<file path="src/rtl/uart_tx_arbiter.sv">
// Round-robin scheduler sharing one uart_txd among NUM_REQ byte sources.
// Grants a source, latches its byte, pulses ena, then follows rts through the frame.
module uart_tx_arbiter #(
  parameter int  NUM_REQ      = 4,
  parameter int  BUSY_TIMEOUT = 16,
  localparam int IDX_W        = $clog2(NUM_REQ)
) (
  input  logic                 clk_i,
  input  logic                 arst_n_i,
  input  logic [NUM_REQ-1:0]   req_valid_i,
  input  logic [NUM_REQ*8-1:0] req_data_i,
  output logic [NUM_REQ-1:0]   req_ready_o,
  output logic [7:0]           tx_d_o,
  output logic                 tx_ena_o,
  input  logic                 tx_rts_i,
  output logic [IDX_W-1:0]     grant_o,
  output logic                 busy_o,
  output logic                 timeout_o
);

  localparam int CNT_W = $clog2(BUSY_TIMEOUT + 1);

  typedef enum logic [2:0] {
    IDLE,
    ACCEPT,
    START,
    WAIT_BUSY,
    WAIT_DONE
  } state_e;

  state_e           state_q, state_d;
  logic [IDX_W-1:0] rr_ptr_q, rr_ptr_d;
  logic [IDX_W-1:0] winner_q, winner_d;
  logic [IDX_W-1:0] grant_q, grant_d;
  logic [7:0]       tx_d_q, tx_d_d;
  logic [CNT_W-1:0] cnt_q, cnt_d;
  logic [IDX_W-1:0] rr_pick;
  logic             rr_found;

  // First valid source strictly after rr_ptr_q; the modulo keeps non-power-of-two counts in range.
  always_comb begin
    int idx;
    idx      = 0;
    rr_pick  = rr_ptr_q;
    rr_found = 1'b0;
    for (int off = 1; off <= NUM_REQ; off++) begin
      idx = (int'(rr_ptr_q) + off) % NUM_REQ;
      if (!rr_found && req_valid_i[IDX_W'(idx)]) begin
        rr_found = 1'b1;
        rr_pick  = IDX_W'(idx);
      end
    end
  end

  always_comb begin
    state_d     = state_q;
    rr_ptr_d    = rr_ptr_q;
    winner_d    = winner_q;
    grant_d     = grant_q;
    tx_d_d      = tx_d_q;
    cnt_d       = cnt_q;
    req_ready_o = '0;
    tx_ena_o    = 1'b0;
    timeout_o   = 1'b0;
    unique case (state_q)
      IDLE: begin
        if (rr_found && tx_rts_i) begin
          winner_d = rr_pick;
          state_d  = ACCEPT;
        end
      end
      ACCEPT: begin
        // The pointer advances even when the source withdrew, so it loses priority either way.
        req_ready_o[winner_q] = 1'b1;
        tx_d_d   = req_data_i[{winner_q, 3'b000} +: 8];
        grant_d  = winner_q;
        rr_ptr_d = winner_q;
        state_d  = req_valid_i[winner_q] ? START : IDLE;
      end
      START: begin
        tx_ena_o = 1'b1;
        cnt_d    = CNT_W'(1);
        state_d  = WAIT_BUSY;
      end
      WAIT_BUSY: begin
        if (!tx_rts_i) begin
          state_d = WAIT_DONE;
        end else if (cnt_q == CNT_W'(BUSY_TIMEOUT)) begin
          timeout_o = 1'b1;
          state_d   = IDLE;
        end else begin
          cnt_d = cnt_q + 1'b1;
        end
      end
      WAIT_DONE: begin
        if (tx_rts_i) state_d = IDLE;
      end
      default: state_d = IDLE;
    endcase
  end

  always_ff @(posedge clk_i or negedge arst_n_i) begin
    if (!arst_n_i) begin
      state_q  <= IDLE;
      rr_ptr_q <= IDX_W'(NUM_REQ - 1);
      winner_q <= '0;
      grant_q  <= '0;
      tx_d_q   <= '0;
      cnt_q    <= '0;
    end else begin
      state_q  <= state_d;
      rr_ptr_q <= rr_ptr_d;
      winner_q <= winner_d;
      grant_q  <= grant_d;
      tx_d_q   <= tx_d_d;
      cnt_q    <= cnt_d;
    end
  end

  assign tx_d_o  = tx_d_q;
  assign grant_o = grant_q;
  assign busy_o  = (state_q != IDLE);

endmodule

</file>
<file path="config.mk">
export PLATFORM = sky130hd
export DESIGN_NAME = uart_tx_arbiter
export DESIGN_NICKNAME = d
export VERILOG_FILES = /design/src/rtl/uart_tx_arbiter.sv
export SDC_FILE = /design/constraint.sdc
export NUM_CORES = 1
export LEC_CHECK = 0
export CAP_MARGIN = 40
export CORE_MARGIN = 5
export CORE_UTILIZATION = 47
export DETAILED_ROUTE_END_ITERATION = 10
export PLACE_DENSITY = 0.86
export SYNTH_ARGS = -nofsm -noshare
export SYNTH_HDL_FRONTEND = slang
export SYNTH_SLANG_ARGS = --single-unit
</file>
<file path="constraint.sdc">
create_clock -name clk_i -period 3.3 [get_ports clk_i]
set_input_delay 0.495 -clock clk_i [delete_from_list [all_inputs] [get_ports clk_i]]
set_output_delay 0.495 -clock clk_i [all_outputs]
set_load 0.02 [all_outputs]
</file>
==> flow_metrics.tcl, run 1 <==
set metrics [dict create \
    depth_of_the_cts_h_tree 1 \
    syn_avg_cell_area_um2 10.30 \
    drc 0 \
    placementRows 19 \
    worst_ir_drop_vdd_mv 0.4956 \
    route.detailed.vias_per_inst 5.782 \
    yosys.area.top_type "sky130_fd_sc_hd__dfrtp_1" \
    synth_flop_cell "sky130_fd_sc_hd__dfrtp_1" \
    antenna_violating_nets_post_route 0 \
    cts-buffers-inserted 3 \
    worst-slew-pin-transition_ns 0.7161 \
    timing_worst_setup_path_type "reg -> out" \
    min-delay-start "tx_d_o[4]" \
    post_synth_num_cell_types 44 \
    biggest_area_contributors_in_the_synthesized_netlist "sky130_fd_sc_hd__dfrtp_1 (35%), sky130_fd_sc_hd__mux4_2 (14%), sky130_fd_sc_hd__nand2_1 (11%), sky130_fd_sc_hd__buf_6 (4.0%), sky130_fd_sc_hd__dfstp_2 (3.7%)" \
    finalCritPeriodShare_pct 86.23 \
    final_layout_size_suffix_gt1_share_pct 13.76 \
    layout_setup_ws_ns 0.4544 \
    start_util_pct 49.89 \
    cts-root-to-sink-buffers 2 \
    cts_tree "done" \
    worstSetupEndpointType "output port" \
    cellPowerDensity_nw_per_um2 840.6 \
    grt_pass1_wl_um 6196 \
    power.static_leakage_nw 0.8401 \
    fin_util_pct 70.41 \
    pin_count_of_the_biggest_net_entering_global_routing 16 \
    grt.overflow.total 0 \
    synth_seq_cells 22 \
    die_height_um 64.80 \
    die-width_um 64.80 \
    insertedDiodeCount 0 \
    drt_wl_total_um 3838 \
    drt-initial-drc-count 95 \
    drv.max_cap_violation_count 0 \
    outcome "finished, final reports clean" \
    rsz0062_at_grt "false" \
    synth_top_cell_area_share_pct 35.46 \
    cts-hold-fix-buffers 0 \
    synth.net_count 178 \
    final-hold-violation-count 0 \
    post_place_instance_area_um2 1939 \
    clock-skew-final_ns 0.005744 \
    min_path_type "reg -> reg" \
    arrival_ns 2.35 \
    gp_congestion 0.8497 \
    depth_of_the_worst_register_to_register_path 3 \
    number_of_setup_violations_in_the_final_report 0 \
    r2r_slack_ns 1.54 \
    gr-usage-all-layers_pct 18.88 \
    timing.slew.headroom_pct 52.26 \
    design.die.area_um2 4199 \
    wl_per_cell_um 17.45 \
    tritoncts_num_sinks 22 \
    crit_path_end "req_ready_o[1]" \
    worst_setup_start_kind "flop" \
    path_max_fanout 14 \
    cts.reportedPaths.clkPinSlew_ns 0.12 \
    worst_r2r_startpoint "winner_q[0]" \
    drt_first_pass_iters 4 \
    syn2layout_area_growth_pct 41.13 \
    cts_root_buf "sky130_fd_sc_hd__clkbuf_4" \
    dp_hpwl_um 3024 \
    post-place-ws_ns 0.7988 \
    finalSetupTns_ns 0 \
    synth_enable_flop_cells 0 \
    syn-instance-count 137 \
    maxClockFrequency_mhz 351.4 \
    required_worst_endpoint_ns 2.80 \
    worst_hold_slack_ns 0.4914 \
    grt_pass1_vias 1289 \
    cts_resized 0 \
    placeableCoreArea_um2 2829 \
    antenna_found_initial 0 \
    final_cell_area_um2 1992 \
    seq_area_frac_synth_pct 39.18 \
    clk_latency_worst_skew_pair_ns 0.30 \
    number_of_buffer_cells_added_on_primary_ports 55 \
    post-cts-setup-buffers 0 \
    beginning_of_the_critical_path "state_q[0]" \
    ys.warnings.count 0 \
    critical_path.reg2reg.endpoint "state_q[1]" \
    async_set_reset_flop_share_out_of_synthesis_pct 100.0 \
    period_needed_ns 2.846 \
    design.final.nets 231 \
    vias 1272 \
    post_synth_instance_area_um2 1411 \
    timing.final.max_slew_violations 0 \
    ios 56 \
]
worst min-delay path by stage:
stage                end  depth (start not counted)
2_1_floorplan   cnt_q[0]                          0
3_3_place_gp   tx_d_o[3]                          2
3_5_place_dp   tx_d_o[4]                          2
4_1_cts        tx_d_o[4]                          2
5_1_grt        tx_d_o[6]                          2
6_report       tx_d_o[4]                          2
critical path: stages, from the launching register on:
cell,delay [ns]
sky130_fd_sc_hd__dfrtp_1,0.52
sky130_fd_sc_hd__or3b_1,0.61
sky130_fd_sc_hd__nor3b_1,0.27
sky130_fd_sc_hd__clkdlybuf4s50_1,0.65
per-stage QoR:
stage,power (mW),cells
final,1.674,220
after detailed placement,1.476,216
after global placement,1.436,215
after CTS,1.682,220
after floorplan,1.184,137
after global routing,1.795,220
synthesized netlist by cell type (2+ instances only):
| cell | count |
|---|---|
| sky130_fd_sc_hd__buf_2 | 2 |
| sky130_fd_sc_hd__a21oi_1 | 4 |
| sky130_fd_sc_hd__o21ai_0 | 3 |
| sky130_fd_sc_hd__dfstp_2 | 2 |
| sky130_fd_sc_hd__inv_1 | 4 |
| sky130_fd_sc_hd__o31ai_1 | 2 |
| sky130_fd_sc_hd__a21o_1 | 2 |
| sky130_fd_sc_hd__mux4_2 | 9 |
| sky130_fd_sc_hd__nand3b_1 | 2 |
| sky130_fd_sc_hd__a31oi_1 | 2 |
| sky130_fd_sc_hd__nand2_1 | 41 |
| sky130_fd_sc_hd__ha_1 | 2 |
| sky130_fd_sc_hd__nor3_1 | 4 |
| sky130_fd_sc_hd__or3_1 | 2 |
| sky130_fd_sc_hd__nor2_1 | 3 |
| sky130_fd_sc_hd__dfrtp_1 | 20 |
| sky130_fd_sc_hd__buf_6 | 5 |
| sky130_fd_sc_hd__nand2b_1 | 2 |
sequential cells by signal (all words and copies together) (netlist names):
| name | flops |
|---|---|
| grant_o | 2 |
| tx_d_o | 8 |
| rr_ptr_q | 2 |
| winner_q | 2 |
| state_q | 3 |
| cnt_q | 5 |
power by group:
| part | leakage, nW | internal, mW | switching [mW] |
|---|---|---|---|
| clock | 0.0279 | 0.123 | 0.0798 |
| combinational | 0.543 | 0.469 | 0.420 |
| sequential | 0.269 | 0.401 | 0.182 |
layer usage:
metal | vias to the layer above | GRT usage, % | routed length, um
met5 | - | 0 | 0
met4 | 0 | 5.805 | 52
met3 | 9 | 4.491 | 322
met2 | 53 | 33.33 | 1889
met1 | 617 | 22.73 | 1574
li1 | 593 | - | -
layout make-up:
cell class | count | area, um^2
Inverter | 4 | 15.01
Multi-Input combinational cell | 102 | 759.5
Clock buffer | 3 | 22.52
Sequential cell | 22 | 553.0
Tap cell | 31 | 38.79
Clock inverter | 1 | 30.03
Fill cell | 205 | 837.1
Timing Repair Buffer | 57 | 573.1
cells in the final DEF, fill, tap and decap left out, types with 3 or more instances in the layout:
master,n
sky130_fd_sc_hd__dfrtp_1,20
sky130_fd_sc_hd__clkdlybuf4s50_1,55
sky130_fd_sc_hd__a21oi_1,4
sky130_fd_sc_hd__nor3_1,4
sky130_fd_sc_hd__o21ai_0,3
sky130_fd_sc_hd__inv_1,4
sky130_fd_sc_hd__nor2_1,3
sky130_fd_sc_hd__mux4_2,9
sky130_fd_sc_hd__nand2_1,41
sky130_fd_sc_hd__clkbuf_4,3
cell families (layout without fill, tap and decap cells):
family	count (synthesis)	after routing	share of synthesized area, %
adders and majority gates	2	2	1.773
DFF	22	22	39.18
buffers and inverters	13	65	7.002
muxes	11	11	15.87
AOI/OAI and AO/OA	21	21	11.08
and+or+nand+nor	68	68	25.09
No activity file was read; power rests on OpenSTA's default activity.
==> run 2: changes to the inputs <==
- MAX_ROUTING_LAYER: not set -> met4
- REMOVE_ABC_BUFFERS: not set -> 1
==> run 2 against run 1 <==
  * Register-to-register slack better by 0.05 ns
  * Sequential share of layout area grew 0.37 points
  * Fmax up 0.35%
  * Final cell count did not move
  * First-iteration DRC count shrank 6.3%
  * Critical path type unchanged
  * Design area is 1.3% lower
  * Largest cell class unchanged
==> flow_metrics.tcl, run 2 (synthesis results as in run 1) <==
set metrics [dict create \
    maxClockFrequency_mhz 352.6 \
    ios 56 \
    drv.max_cap_violation_count 0 \
    start_util_pct 49.89 \
    finalSetupTns_ns 0 \
    final-hold-violation-count 0 \
    number_of_buffer_cells_added_on_primary_ports 55 \
    outcome "finished, final reports clean" \
    gr-usage-all-layers_pct 19.49 \
    cp_num_buf_inv 1 \
    tritoncts_num_sinks 22 \
    p_seq_share_pct 37.5 \
    r2r_slack_ns 1.59 \
    critical_path.reg2reg.endpoint "state_q[1]" \
    period_needed_ns 2.836 \
    depth_of_the_cts_h_tree 1 \
    cts-hold-fix-buffers 0 \
    insertedDiodeCount 0 \
    worst_setup_start_kind "flop" \
    rsz0062_at_grt "false" \
    cp_cell_sequence "or3b_1, nor3b_1, clkdlybuf4s50_1" \
    clk_latency_worst_skew_pair_ns 0.30 \
    grt.overflow.total 0 \
    cts.reportedPaths.clkPinSlew_ns 0.12 \
    antenna_found_initial 0 \
    placeableCoreArea_um2 2829 \
    arrival_ns 2.34 \
    cts_resized 0 \
    post-cts-setup-buffers 0 \
    worstSetupEndpointType "output port" \
    path_max_fanout 14 \
    worst_ir_drop_vdd_mv 0.4896 \
    largest_register_ffs 8 \
    power_switching_uw 678.5 \
    min_path_type "in -> async" \
    grt_pass1_wl_um 6279 \
    intPower_uw 917.2 \
    antenna_violating_nets_post_route 0 \
    timing.slew.headroom_pct 52.13 \
    cts_tree "done" \
    worst_path_largest_cell_delay_ns 0.64 \
    power.static_leakage_nw 0.8271 \
    grt_pass1_vias 1383 \
    pin_count_of_the_biggest_net_entering_global_routing 17 \
    cts_root_buf "sky130_fd_sc_hd__clkbuf_4" \
    cpLargestDelayFamily "simple AND/OR/NAND/NOR gates" \
    worst_r2r_startpoint "winner_q[0]" \
    syn2layout_area_growth_pct 39.27 \
    final_layout_size_suffix_gt1_share_pct 13.23 \
    timing.final.max_slew_violations 0 \
    drt-initial-drc-count 89 \
    critical-path-slowest-cell "sky130_fd_sc_hd__clkdlybuf4s50_1" \
    most-common-layout-cells "sky130_fd_sc_hd__clkdlybuf4s50_1 (55), sky130_fd_sc_hd__nand2_1 (41), sky130_fd_sc_hd__dfrtp_1 (20)" \
    cellPowerDensity_nw_per_um2 811.8 \
    number_of_setup_violations_in_the_final_report 0 \
    mostFrequentLayoutCell "sky130_fd_sc_hd__clkdlybuf4s50_1" \
    required_worst_endpoint_ns 2.80 \
    drt_first_pass_iters 4 \
    design.final.nets 231 \
    die_height_um 64.80 \
    pwr-share-clk_pct 7.9 \
    cts-buffers-inserted 3 \
    placementRows 19 \
    depth_of_the_worst_register_to_register_path 3 \
    timing_worst_setup_path_type "reg -> out" \
    wl_per_cell_um 16.53 \
    clock-skew-final_ns 0.004103 \
    gp_congestion 0.8510 \
    drt_wl_total_um 3637 \
    drc 0 \
    vias 1239 \
    die-width_um 64.80 \
    post-layout-total-power_mw 1.596 \
    design.die.area_um2 4199 \
    fillCellCount 208 \
    worst-slew-pin-transition_ns 0.7180 \
    logic_pwr_share_pct 54.6 \
    switching_share_pct 42.52 \
    cts-root-to-sink-buffers 2 \
    critical_path_depth 3 \
    finalCritPeriodShare_pct 85.93 \
    route.detailed.vias_per_inst 5.632 \
    dp_hpwl_um 2954 \
]
run 2: cell count changes in the layout (fill, tap and decap cells not counted), sizes merged:
| cell | delta |
|---|---|
| bufinv | -1 |
| clkbuf | +1 |
run 2: cell type report:
| cell class | count | area (um^2) | share of cell area, % |
|---|---|---|---|
| clock buffers | 4 | 26.28 | 1.337 |
| inverters | 4 | 15.01 | 0.7638 |
| multi-input cells | 102 | 759.5 | 38.64 |
| flip-flops and latches | 22 | 553.0 | 28.13 |
| well taps | 31 | 38.79 | 1.973 |
| repair buffers | 57 | 573.1 | 29.15 |
run 2: stage by stage:
stage                     utilization, %  hold WS (ns)  area, um^2  worst slack (ns)  instances
final                              69.48        0.4534        1966            0.4642        220
after global routing               69.48        0.4590        1966            0.2335        220
after CTS                          69.48        0.4629        1966            0.4381        220
after global placement             68.02        0.4566        1924            0.8307        215
after floorplan                        -        0.1994        1328             1.243        128
after detailed placement           68.55        0.4674        1939            0.7910        216
run 2: layer usage:
metal  up-vias  part of all wire, %  global-route usage (%)  wire [um]
li1        589                    -                       -          -
met4         0                  1.6                   5.277         58
met1       604                   42                   22.71       1514
met3         6                  5.5                   4.491        201
met5         -                    0                       -          0
met2        40                   51                   33.72       1863
run 2: worst max path at each step:
stage | from | end | slack (ns)
CTS | state_q[0] | req_ready_o[1] | 0.44
global placement | tx_rts_i | timeout_o | 0.83
detailed placement | tx_rts_i | timeout_o | 0.79
floorplan | state_q[1] | req_ready_o[1] | 1.24
finish | state_q[0] | req_ready_o[1] | 0.46
global route | state_q[0] | req_ready_o[1] | 0.23
run 2: power groups by stage:
| stage | Clock [mW] | Sequential (mW) | Combinational, mW |
|---|---|---|---|
| final | 0.126 | 0.598 | 0.872 |
| after floorplan | 0 | 0.622 | 0.474 |
| after global routing | 0.142 | 0.630 | 0.958 |
| after detailed placement | 0 | 0.602 | 0.878 |
| after global placement | 0 | 0.582 | 0.849 |
| after CTS | 0.128 | 0.597 | 0.881 |
